===== config.mk =====
export PLATFORM = sky130hd
export DESIGN_NAME = data_cache_flat
export DESIGN_NICKNAME = d
export VERILOG_FILES = /design/src/rtl/dcache_pkg.sv /design/src/rtl/data_cache_if.sv /design/src/rtl/mem_align.sv /design/src/rtl/data_cache.sv /design/src/flat_wrapper.sv
export SDC_FILE = /design/constraint.sdc
export NUM_CORES = 2
export LEC_CHECK = 0
export ABC_AREA = 1
export BUFFER_PORTS_ARGS = -buffer_cell sky130_fd_sc_hd__buf_2
export CORE_UTILIZATION = 45
export CTS_CLUSTER_DIAMETER = 100
export DETAILED_ROUTE_END_ITERATION = 12
export PLACE_DENSITY = 0.58
export SLEW_MARGIN = 15
export SYNTH_ARGS = -nofsm -noshare
export SYNTH_HDL_FRONTEND = slang
export SYNTH_SLANG_ARGS = --single-unit

===== constraint.sdc =====
create_clock -name clk -period 6.5 [get_ports clk]
set_input_delay 1.3 -clock clk [delete_from_list [all_inputs] [get_ports clk]]
set_output_delay 1.3 -clock clk [all_outputs]
set_load 0.03 [all_outputs]

===== src/rtl/dcache_pkg.sv =====
// rtl/dcache_pkg.sv - state encoding and load/store size codes for the data cache
package dcache_pkg;

    typedef enum logic [1:0] {
        IDLE   = 2'd0,
        REFILL = 2'd1,
        WRITE  = 2'd2
    } dcache_state_t;

    localparam logic [2:0] MEM_B  = 3'b000;
    localparam logic [2:0] MEM_H  = 3'b001;
    localparam logic [2:0] MEM_W  = 3'b010;
    localparam logic [2:0] MEM_BU = 3'b100;
    localparam logic [2:0] MEM_HU = 3'b101;

endpackage


===== src/rtl/data_cache_if.sv =====
// rtl/data_cache_if.sv - CPU memory-stage and backing-memory signals of the data cache
interface data_cache_if #(
    parameter int ADDR_WIDTH = 32
);
    logic                  cpu_req_i;
    logic                  cpu_we_i;
    logic [2:0]            cpu_memctrl_i;
    logic [ADDR_WIDTH-1:0] cpu_addr_i;
    logic [31:0]           cpu_wdata_i;
    logic [31:0]           cpu_rdata_o;
    logic                  cpu_stall_o;

    logic                  mem_req_o;
    logic                  mem_we_o;
    logic [ADDR_WIDTH-1:0] mem_addr_o;
    logic [31:0]           mem_wdata_o;
    logic [3:0]            mem_wstrb_o;
    logic [31:0]           mem_rdata_i;
    logic                  mem_ready_i;

    // The cache itself
    modport slave (
        input  cpu_req_i, cpu_we_i, cpu_memctrl_i, cpu_addr_i, cpu_wdata_i,
        output cpu_rdata_o, cpu_stall_o,
        output mem_req_o, mem_we_o, mem_addr_o, mem_wdata_o, mem_wstrb_o,
        input  mem_rdata_i, mem_ready_i
    );

    // The pipeline plus backing memory around the cache
    modport master (
        output cpu_req_i, cpu_we_i, cpu_memctrl_i, cpu_addr_i, cpu_wdata_i,
        input  cpu_rdata_o, cpu_stall_o,
        input  mem_req_o, mem_we_o, mem_addr_o, mem_wdata_o, mem_wstrb_o,
        output mem_rdata_i, mem_ready_i
    );

endinterface


===== src/rtl/mem_align.sv =====
// rtl/mem_align.sv - store strobe/lane replication and load lane extraction
module mem_align
    import dcache_pkg::*;
(
    input  logic [2:0]  st_memctrl,
    input  logic [1:0]  st_offset,
    input  logic [31:0] st_data,
    input  logic [2:0]  ld_memctrl,
    input  logic [1:0]  ld_offset,
    input  logic [31:0] ld_word,
    output logic [3:0]  wstrb,
    output logic [31:0] wdata,
    output logic [31:0] rdata
);

    logic [15:0] ld_shifted;

    // Stores: strobes shift with the offset (misaligned ones simply truncate), data sits in every lane
    always_comb begin
        wstrb = 4'b0000;
        wdata = st_data;
        case (st_memctrl)
            MEM_B: begin
                wstrb = 4'b0001 << st_offset;
                wdata = {4{st_data[7:0]}};
            end
            MEM_H: begin
                wstrb = 4'b0011 << st_offset;
                wdata = {2{st_data[15:0]}};
            end
            MEM_W:   wstrb = 4'b1111;
            default: wstrb = 4'b0000;
        endcase
    end

    // Loads: bring the addressed lane down to bit 0, then sign/zero extend; words pass untouched
    always_comb begin
        ld_shifted = 16'(ld_word >> {ld_offset, 3'b000});
        case (ld_memctrl)
            MEM_B:   rdata = {{24{ld_shifted[7]}}, ld_shifted[7:0]};
            MEM_BU:  rdata = {24'h0, ld_shifted[7:0]};
            MEM_H:   rdata = {{16{ld_shifted[15]}}, ld_shifted};
            MEM_HU:  rdata = {16'h0, ld_shifted};
            default: rdata = ld_word;
        endcase
    end

endmodule


===== src/rtl/data_cache.sv =====
// rtl/data_cache.sv - direct-mapped write-through data cache; DCACHE_PERF_CNT_EN adds hit/miss counters
module data_cache
    import dcache_pkg::*;
#(
    parameter int DATA_WIDTH = 32,
    parameter int ADDR_WIDTH = 32,
    parameter int SETS       = 64
) (
    input  logic        clk,
    input  logic        rst_n,
`ifdef DCACHE_PERF_CNT_EN
    output logic [31:0] hit_cnt_o,
    output logic [31:0] miss_cnt_o,
`endif
    data_cache_if.slave bus
);

    localparam int INDEX_BITS = $clog2(SETS);
    localparam int TAG_BITS   = ADDR_WIDTH - INDEX_BITS - 2;

    dcache_state_t         state;
    logic [SETS-1:0]       valid_q;
    logic [TAG_BITS-1:0]   tag_mem  [SETS];
    logic [DATA_WIDTH-1:0] data_mem [SETS];

    logic [ADDR_WIDTH-1:0] lat_addr;
    logic [31:0]           lat_wdata;
    logic [2:0]            lat_memctrl;

    logic [ADDR_WIDTH-1:0] cur_addr;
    logic [INDEX_BITS-1:0] cur_index;
    logic [TAG_BITS-1:0]   cur_tag;
    logic                  hit;
    logic                  mem_done;

    logic [2:0]            ld_memctrl;
    logic [31:0]           ld_word;
    logic [3:0]            st_wstrb;
    logic [31:0]           st_wdata;
    logic [31:0]           ld_rdata;

    // In IDLE the live CPU request is looked up; once a transaction is open, the latched one is
    assign cur_addr  = (state == IDLE) ? bus.cpu_addr_i : lat_addr;
    assign cur_index = cur_addr[INDEX_BITS+1:2];
    assign cur_tag   = cur_addr[ADDR_WIDTH-1:INDEX_BITS+2];
    assign hit       = valid_q[cur_index] && (tag_mem[cur_index] == cur_tag);
    assign mem_done  = (state != IDLE) && bus.mem_ready_i;

    assign ld_memctrl = (state == IDLE) ? bus.cpu_memctrl_i : lat_memctrl;
    assign ld_word    = (state == REFILL) ? bus.mem_rdata_i : data_mem[cur_index];

    mem_align u_mem_align (
        .st_memctrl (lat_memctrl),
        .st_offset  (lat_addr[1:0]),
        .st_data    (lat_wdata),
        .ld_memctrl (ld_memctrl),
        .ld_offset  (cur_addr[1:0]),
        .ld_word    (ld_word),
        .wstrb      (st_wstrb),
        .wdata      (st_wdata),
        .rdata      (ld_rdata)
    );

    // Memory side is driven purely from state and latched registers so it holds steady while waiting
    assign bus.mem_req_o   = (state != IDLE);
    assign bus.mem_we_o    = (state == WRITE);
    assign bus.mem_addr_o  = {lat_addr[ADDR_WIDTH-1:2], 2'b00};
    assign bus.mem_wdata_o = st_wdata;
    assign bus.mem_wstrb_o = (state == WRITE) ? st_wstrb : 4'b0000;

    // Pipeline stall and load result: hits answer at once, misses answer on the refill beat
    always_comb begin
        bus.cpu_stall_o = 1'b0;
        bus.cpu_rdata_o = 32'h0;
        case (state)
            IDLE: begin
                if (bus.cpu_req_i) begin
                    bus.cpu_stall_o = bus.cpu_we_i || !hit;
                    if (!bus.cpu_we_i && hit) begin
                        bus.cpu_rdata_o = ld_rdata;
                    end
                end
            end
            REFILL: begin
                bus.cpu_stall_o = !bus.mem_ready_i;
                if (bus.mem_ready_i) begin
                    bus.cpu_rdata_o = ld_rdata;
                end
            end
            WRITE:   bus.cpu_stall_o = !bus.mem_ready_i;
            default: bus.cpu_stall_o = 1'b0;
        endcase
    end

    // Control FSM: latch misses and stores, wait for the one-cycle ready, mark refilled lines valid
    always_ff @(posedge clk) begin
        if (!rst_n) begin
            state       <= IDLE;
            valid_q     <= '0;
            lat_addr    <= '0;
            lat_wdata   <= '0;
            lat_memctrl <= '0;
        end else begin
            case (state)
                IDLE: begin
                    if (bus.cpu_req_i && (bus.cpu_we_i || !hit)) begin
                        lat_addr    <= bus.cpu_addr_i;
                        lat_wdata   <= bus.cpu_wdata_i;
                        lat_memctrl <= bus.cpu_memctrl_i;
                        state       <= bus.cpu_we_i ? WRITE : REFILL;
                    end
                end
                REFILL: begin
                    if (bus.mem_ready_i) begin
                        valid_q[cur_index] <= 1'b1;
                        state              <= IDLE;
                    end
                end
                WRITE: begin
                    if (bus.mem_ready_i) begin
                        state <= IDLE;
                    end
                end
                default: state <= IDLE;
            endcase
        end
    end

    // Tag/data arrays: fill on refill, patch strobed bytes on a store hit; a reset edge writes nothing
    always_ff @(posedge clk) begin
        if (rst_n && mem_done) begin
            if (state == REFILL) begin
                tag_mem[cur_index]  <= cur_tag;
                data_mem[cur_index] <= bus.mem_rdata_i;
            end else if (hit) begin
                for (int i = 0; i < 4; i++) begin
                    if (st_wstrb[i]) begin
                        data_mem[cur_index][8*i +: 8] <= st_wdata[8*i +: 8];
                    end
                end
            end
        end
    end

`ifdef DCACHE_PERF_CNT_EN
    // Completed-load statistics; misses count when their refill returns
    always_ff @(posedge clk) begin
        if (!rst_n) begin
            hit_cnt_o  <= 32'h0;
            miss_cnt_o <= 32'h0;
        end else begin
            if (state == IDLE && bus.cpu_req_i && !bus.cpu_we_i && hit) begin
                hit_cnt_o <= hit_cnt_o + 32'd1;
            end
            if (state == REFILL && bus.mem_ready_i) begin
                miss_cnt_o <= miss_cnt_o + 32'd1;
            end
        end
    end
`endif

endmodule


===== src/flat_wrapper.sv =====
// flat-port wrapper written by rule: the top's interface ports become plain ports
module data_cache_flat import dcache_pkg::*;
#(
    parameter int DATA_WIDTH = 32,
    parameter int ADDR_WIDTH = 32,
    parameter int SETS       = 64
)
  (clk, rst_n, bus_cpu_req_i, bus_cpu_we_i, bus_cpu_memctrl_i, bus_cpu_addr_i, bus_cpu_wdata_i, bus_cpu_rdata_o, bus_cpu_stall_o, bus_mem_req_o, bus_mem_we_o, bus_mem_addr_o, bus_mem_wdata_o, bus_mem_wstrb_o, bus_mem_rdata_i, bus_mem_ready_i);
  data_cache_if #(.ADDR_WIDTH(ADDR_WIDTH)) bus_i ();
  input  logic clk;
  input  logic rst_n;
  input wire logic [$bits(bus_i.cpu_req_i)-1:0] bus_cpu_req_i;
  input wire logic [$bits(bus_i.cpu_we_i)-1:0] bus_cpu_we_i;
  input wire logic [$bits(bus_i.cpu_memctrl_i)-1:0] bus_cpu_memctrl_i;
  input wire logic [$bits(bus_i.cpu_addr_i)-1:0] bus_cpu_addr_i;
  input wire logic [$bits(bus_i.cpu_wdata_i)-1:0] bus_cpu_wdata_i;
  output wire logic [$bits(bus_i.cpu_rdata_o)-1:0] bus_cpu_rdata_o;
  output wire logic [$bits(bus_i.cpu_stall_o)-1:0] bus_cpu_stall_o;
  output wire logic [$bits(bus_i.mem_req_o)-1:0] bus_mem_req_o;
  output wire logic [$bits(bus_i.mem_we_o)-1:0] bus_mem_we_o;
  output wire logic [$bits(bus_i.mem_addr_o)-1:0] bus_mem_addr_o;
  output wire logic [$bits(bus_i.mem_wdata_o)-1:0] bus_mem_wdata_o;
  output wire logic [$bits(bus_i.mem_wstrb_o)-1:0] bus_mem_wstrb_o;
  input wire logic [$bits(bus_i.mem_rdata_i)-1:0] bus_mem_rdata_i;
  input wire logic [$bits(bus_i.mem_ready_i)-1:0] bus_mem_ready_i;
  assign bus_i.cpu_req_i = bus_cpu_req_i;
  assign bus_i.cpu_we_i = bus_cpu_we_i;
  assign bus_i.cpu_memctrl_i = bus_cpu_memctrl_i;
  assign bus_i.cpu_addr_i = bus_cpu_addr_i;
  assign bus_i.cpu_wdata_i = bus_cpu_wdata_i;
  assign bus_cpu_rdata_o = bus_i.cpu_rdata_o;
  assign bus_cpu_stall_o = bus_i.cpu_stall_o;
  assign bus_mem_req_o = bus_i.mem_req_o;
  assign bus_mem_we_o = bus_i.mem_we_o;
  assign bus_mem_addr_o = bus_i.mem_addr_o;
  assign bus_mem_wdata_o = bus_i.mem_wdata_o;
  assign bus_mem_wstrb_o = bus_i.mem_wstrb_o;
  assign bus_i.mem_rdata_i = bus_mem_rdata_i;
  assign bus_i.mem_ready_i = bus_mem_ready_i;
  data_cache #(.DATA_WIDTH(DATA_WIDTH), .ADDR_WIDTH(ADDR_WIDTH), .SETS(SETS)) u_core (.clk(clk), .rst_n(rst_n), .bus(bus_i));
endmodule

==> run_results.csv <==
group,metric,value,unit
sta,transition_time_of_the_tightest_slew_check_pin,1.34,ns
placed_design,final_gp_congestion,0.971,
sta,post-route-worst-setup-slack,-0.0736,ns
sta,skew,0.0798,ns
power,pwr-share-clk,36.6,%
status,violations,"negative setup slack",
cts,cts_tree,"built",
grt,gr-total-overflow,0,
synthesis,synth-seq-cells,3717,
sta,rsz0062_at_grt,"true",
synthesis,synth_area_per_cell,13.2,um^2
synthesis,synthFlopType,"edfxtp_1",
flow_run,drv.max_cap_violation_count,0,
detailed_routing,drt-total-wl,496,mm
synthesis,number_of_enable_type_register_cells_in_the_synthesized_netlist,3584,
worst_setup_path,crit-reg2reg-launch,"u_core.state[0]",
sta,tightest_slew_margin_relative_to_the_limit,10.7,%
worst_setup_path,setup.worst_path.start_class,"flop",
layout,fin_area,175000,um^2
synthesis,syn_area,145000,um^2
floorplanning,floorplan.rows,207,
sta,finalMaxSlewViolations,0,
power,power.combinational.fraction,17.9,%
power,power_per_cell_area,336,nW/um^2
grt,groute.usage.overall,29.9,%
sta,setup_violations,29,
detailed_routing,dr_total_vias,98670,
worst_setup_path,critical_path_fanout_max,7,
layout,nFillCells,25817,
detailed_routing,detail_route.drc_violations,0,
layout,stdcell_count,16655,
layout,areaGrowthSynthToFinish,21.1,%
status,outcome,"finished, violations left",
worst_setup_path,worst_reg_to_reg_cells,27,
detailed_routing,dr.pass1.iters,9,
placed_design,detailedPlacementHpwl,313,mm
cts,cts.sinks,3717,
synthesis,ys_async_sr_fraction,0,%
detailed_routing,route.detailed.vias_per_inst,5.92,
sta,fmax,0.152,GHz
power,power.switching_fraction,27.9,%
worst_setup_path,data_required_time_at_the_worst_endpoint,5.20,ns
power,p_leak,60.2,nW
detailed_routing,dr.first_iter.drc_count,13987,
layout,finalCoreUtilization,54.9,%
grt,grt_start_max_net_pins,135,
power,seqPwrFrac,45.4,%
detailed_routing,number_of_antenna_violating_nets_in_the_routed_design,0,
power,peakVddDrop,301,uV
sta,layout_worst_path_cycle_share,101,%
grt,grt_antenna_before_repair,36,
hold_path,worst_hold_path_type,"flop to flop",
worst_setup_path,cp_common_cell,"buf_12",
floorplanning,die_width,569,um
cts,cts_htree_levels,5,
cts,cts_root_buffer,"clkbuf_16",
cts,clkTransAtPathRegs,0.06,ns
worst_setup_path,timing.critical_path.slowest_stage_cell,"dfxtp_2",
cts,cts-buffers-inserted,380,
worst_setup_path,critical_path.endpoint_type,"primary output",
floorplanning,die_height,569,um
layout,finalNetCount,12157,
floorplanning,pin_count,207,
worst_setup_path,worstReg2RegEnd,"u_core.data_mem[61][21]",
cts,insertion_delay,0.95,ns
hold_path,min-delay-start,"u_core.valid_q[6]",
cts,clk_path_buf_depth,4,
placed_design,placed_cells,15783,
synthesis,syn_inst,10940,
synthesis,library_cells_used_by_synthesis,47,
floorplanning,initial_standard_cell_utilization_of_the_core,45.4,%
worst_setup_path,crit_type,"flop to primary output",
synthesis,ys.warnings.count,0,
worst_setup_path,crit_arrival,5.27,ns
synthesis,sequential_element_share_of_the_synthesized_area,76.3,%
sta,final_period_minus_worst_setup_slack,6.57,ns
worst_setup_path,timing.critical_path.slowest_cell_delay,0.33,ns
sta,setup-tns-final,-1.21,ns
sta,final-hold-violation-count,0,
sta,holdWs,0.457,ns
floorplanning,floorplan.die_area,324000,um^2
floorplanning,coreArea,319000,um^2
cts,hold_buffers,0,
placed_design,portBuffers,204,
placed_design,placed_area,159000,um^2
worst_setup_path,ff2ff_setup_slack,1.04,ns
hold_path,worst_hold_path.endpoint,"u_core.valid_q[6]",
power,switching_power,16.4,mW
detailed_routing,routed_wire_length_per_instance,29.8,um
layout,drive_gt1_share,20.0,%
hold_path,holdPathStages,2,
grt,grt_first_pass_wirelength,691,mm
grt,vias_in_the_first_global_route,92836,
power,cellInternalPower,42.5,mW
==> worst max path at each step <==
stage / start / to / slack [ns] / cells after the start
2_1_floorplan: u_core.state[0] / u_core.data_mem[0][0] / -0.26 / 17
3_3_place_gp: bus_cpu_addr_i[2] / bus_cpu_rdata_o[31] / -0.63 / 25
3_5_place_dp: bus_cpu_addr_i[2] / bus_cpu_rdata_o[31] / -0.64 / 25
4_1_cts: u_core.state[1] / bus_cpu_rdata_o[27] / -0.005 / 30
5_1_grt: u_core.state[0] / bus_cpu_rdata_o[14] / -0.19 / 29
6_report: u_core.state[0] / bus_cpu_rdata_o[14] / -0.07 / 29
==> what timing repair did <==
action | CTS | global route
setup endpoints to repair | 194 | 33
pin swaps | 67 | 110
resized for setup | 306 | 262
gates cloned | 22 | 11
buffers inserted | 93 | 50
==> final cells by class <==
class	count	area, um^2	share of cell area (%)
Sequential cell	3717	110000	63.0
Timing Repair inverter	1	8.76	0.00500
Antenna cell	16	40.0	0.0229
Tap cell	4284	5360	3.06
Clock buffer	479	10100	5.75
Inverter	328	1250	0.715
Multi-Input combinational cell	6215	31700	18.1
Clock inverter	209	2060	1.18
Timing Repair Buffer	1406	14300	8.17
==> per-layer routing <==
metal  track usage, %  share of wire, %  up-vias
met3             5.52                10     1083
li1                 -                 -    42387
met4             15.8               5.9       28
met1             40.4                39    49334
met5                0             0.038        -
met2             46.0                46     5838
==> worst max-delay path, delay by kind of cell, from the launching register on <==
kind	cells	cell delay [ns]
AND/OR/NAND/NOR	15	1.71
buffers and inverters	10	1.49
AO/OA/AOI/OAI	3	0.49
flip-flops	1	0.33
adder cells (fa/ha/maj)	1	0.23
==> Yosys cell counts (5+ instances only) <==
cell          n  share of area, %
edfxtp_1   3584                74
nand2_1    2433               6.3
nor2_1      895               2.3
nand3_1     805               2.8
o22ai_1     714               3.1
o21ai_0     395               1.4
buf_2       345               1.2
inv_1       317              0.82
a21oi_1     190              0.66
nand4_1     183              0.79
clkbuf_1    171              0.44
dfxtp_1     133               1.8
buf_4       132              0.69
or2_2       124              0.54
o22a_1       84              0.51
o221ai_1     72              0.44
o211ai_1     58              0.30
nor3_1       49              0.17
o41ai_1      46              0.28
o31ai_1      43              0.22
o21ai_1      21             0.073
buf_1        20             0.052
o2111ai_1    20              0.12
nand2_2      17             0.074
buf_6        16              0.12
o21a_1       11             0.057
and3_1        7             0.030
inv_2         7             0.018
or2_0         7             0.030
nor3_2        6             0.042
nand3b_1      5             0.026
==> state kept, by name, summed over array words and instances (netlist names) <==
register / flops
u_core.data_mem: 2048
u_core.lat_addr: 32
u_core.lat_memctrl: 3
u_core.lat_wdata: 32
u_core.state: 2
u_core.tag_mem: 1536
u_core.valid_q: 64
==> power by group through the flow <==
| stage | logic (mW) | registers (mW) | clock network [mW] |
|---|---|---|---|
| 6_report | 10.6 | 26.7 | 21.6 |
| 4_1_cts | 9.99 | 26.7 | 21.7 |
| 3_5_place_dp | 9.30 | 27.3 | 0 |
| 3_3_place_gp | 9.24 | 27.2 | 0 |
| 5_1_grt | 10.9 | 26.7 | 22.6 |
| 2_1_floorplan | 4.40 | 27.3 | 0 |
==> stage by stage <==
stage	power [mW]	worst slack, ns
after floorplan	31.7	-0.260
after global placement	36.5	-0.629
after detailed placement	36.6	-0.643
after CTS	58.4	-0.00476
after global routing	60.2	-0.193
final	58.9	-0.0736
==> cells by family (layout without fill, tap and decap cells) <==
group | after synthesis | count (layout) | synth area share (%)
other | 1 | 18 | 0.00259
AO/OA/AOI/OAI | 1666 | 1666 | 7.18
adder cells (fa/ha/maj) | 4 | 4 | 0.0346
AND/OR/NAND/NOR | 4540 | 4543 | 13.2
flip-flops | 3717 | 3717 | 76.3
buffers and inverters | 1012 | 2423 | 3.35
==> layout by cell type, fill, tap and decap left out, types with 39 or more instances in the layout <==
cell          n
a21oi_1     180
buf_12      215
buf_2       171
buf_4       870
buf_6        87
clkbuf_1     85
clkbuf_16   395
clkinv_1     75
clkinv_2     65
dfxtp_1     131
edfxtp_1   3584
inv_1       289
nand2_1    2356
nand2_2      68
nand3_1     784
nand4_1     183
nor2_1      758
nor2_2       47
nor2_4       94
nor3_1       44
o211ai_1     58
o21ai_0     306
o21ai_1      66
o221ai_1     63
o22a_1       84
o22ai_1     713
o41ai_1      39
or2_2       124
No activity file was read; power rests on OpenSTA's default activity.
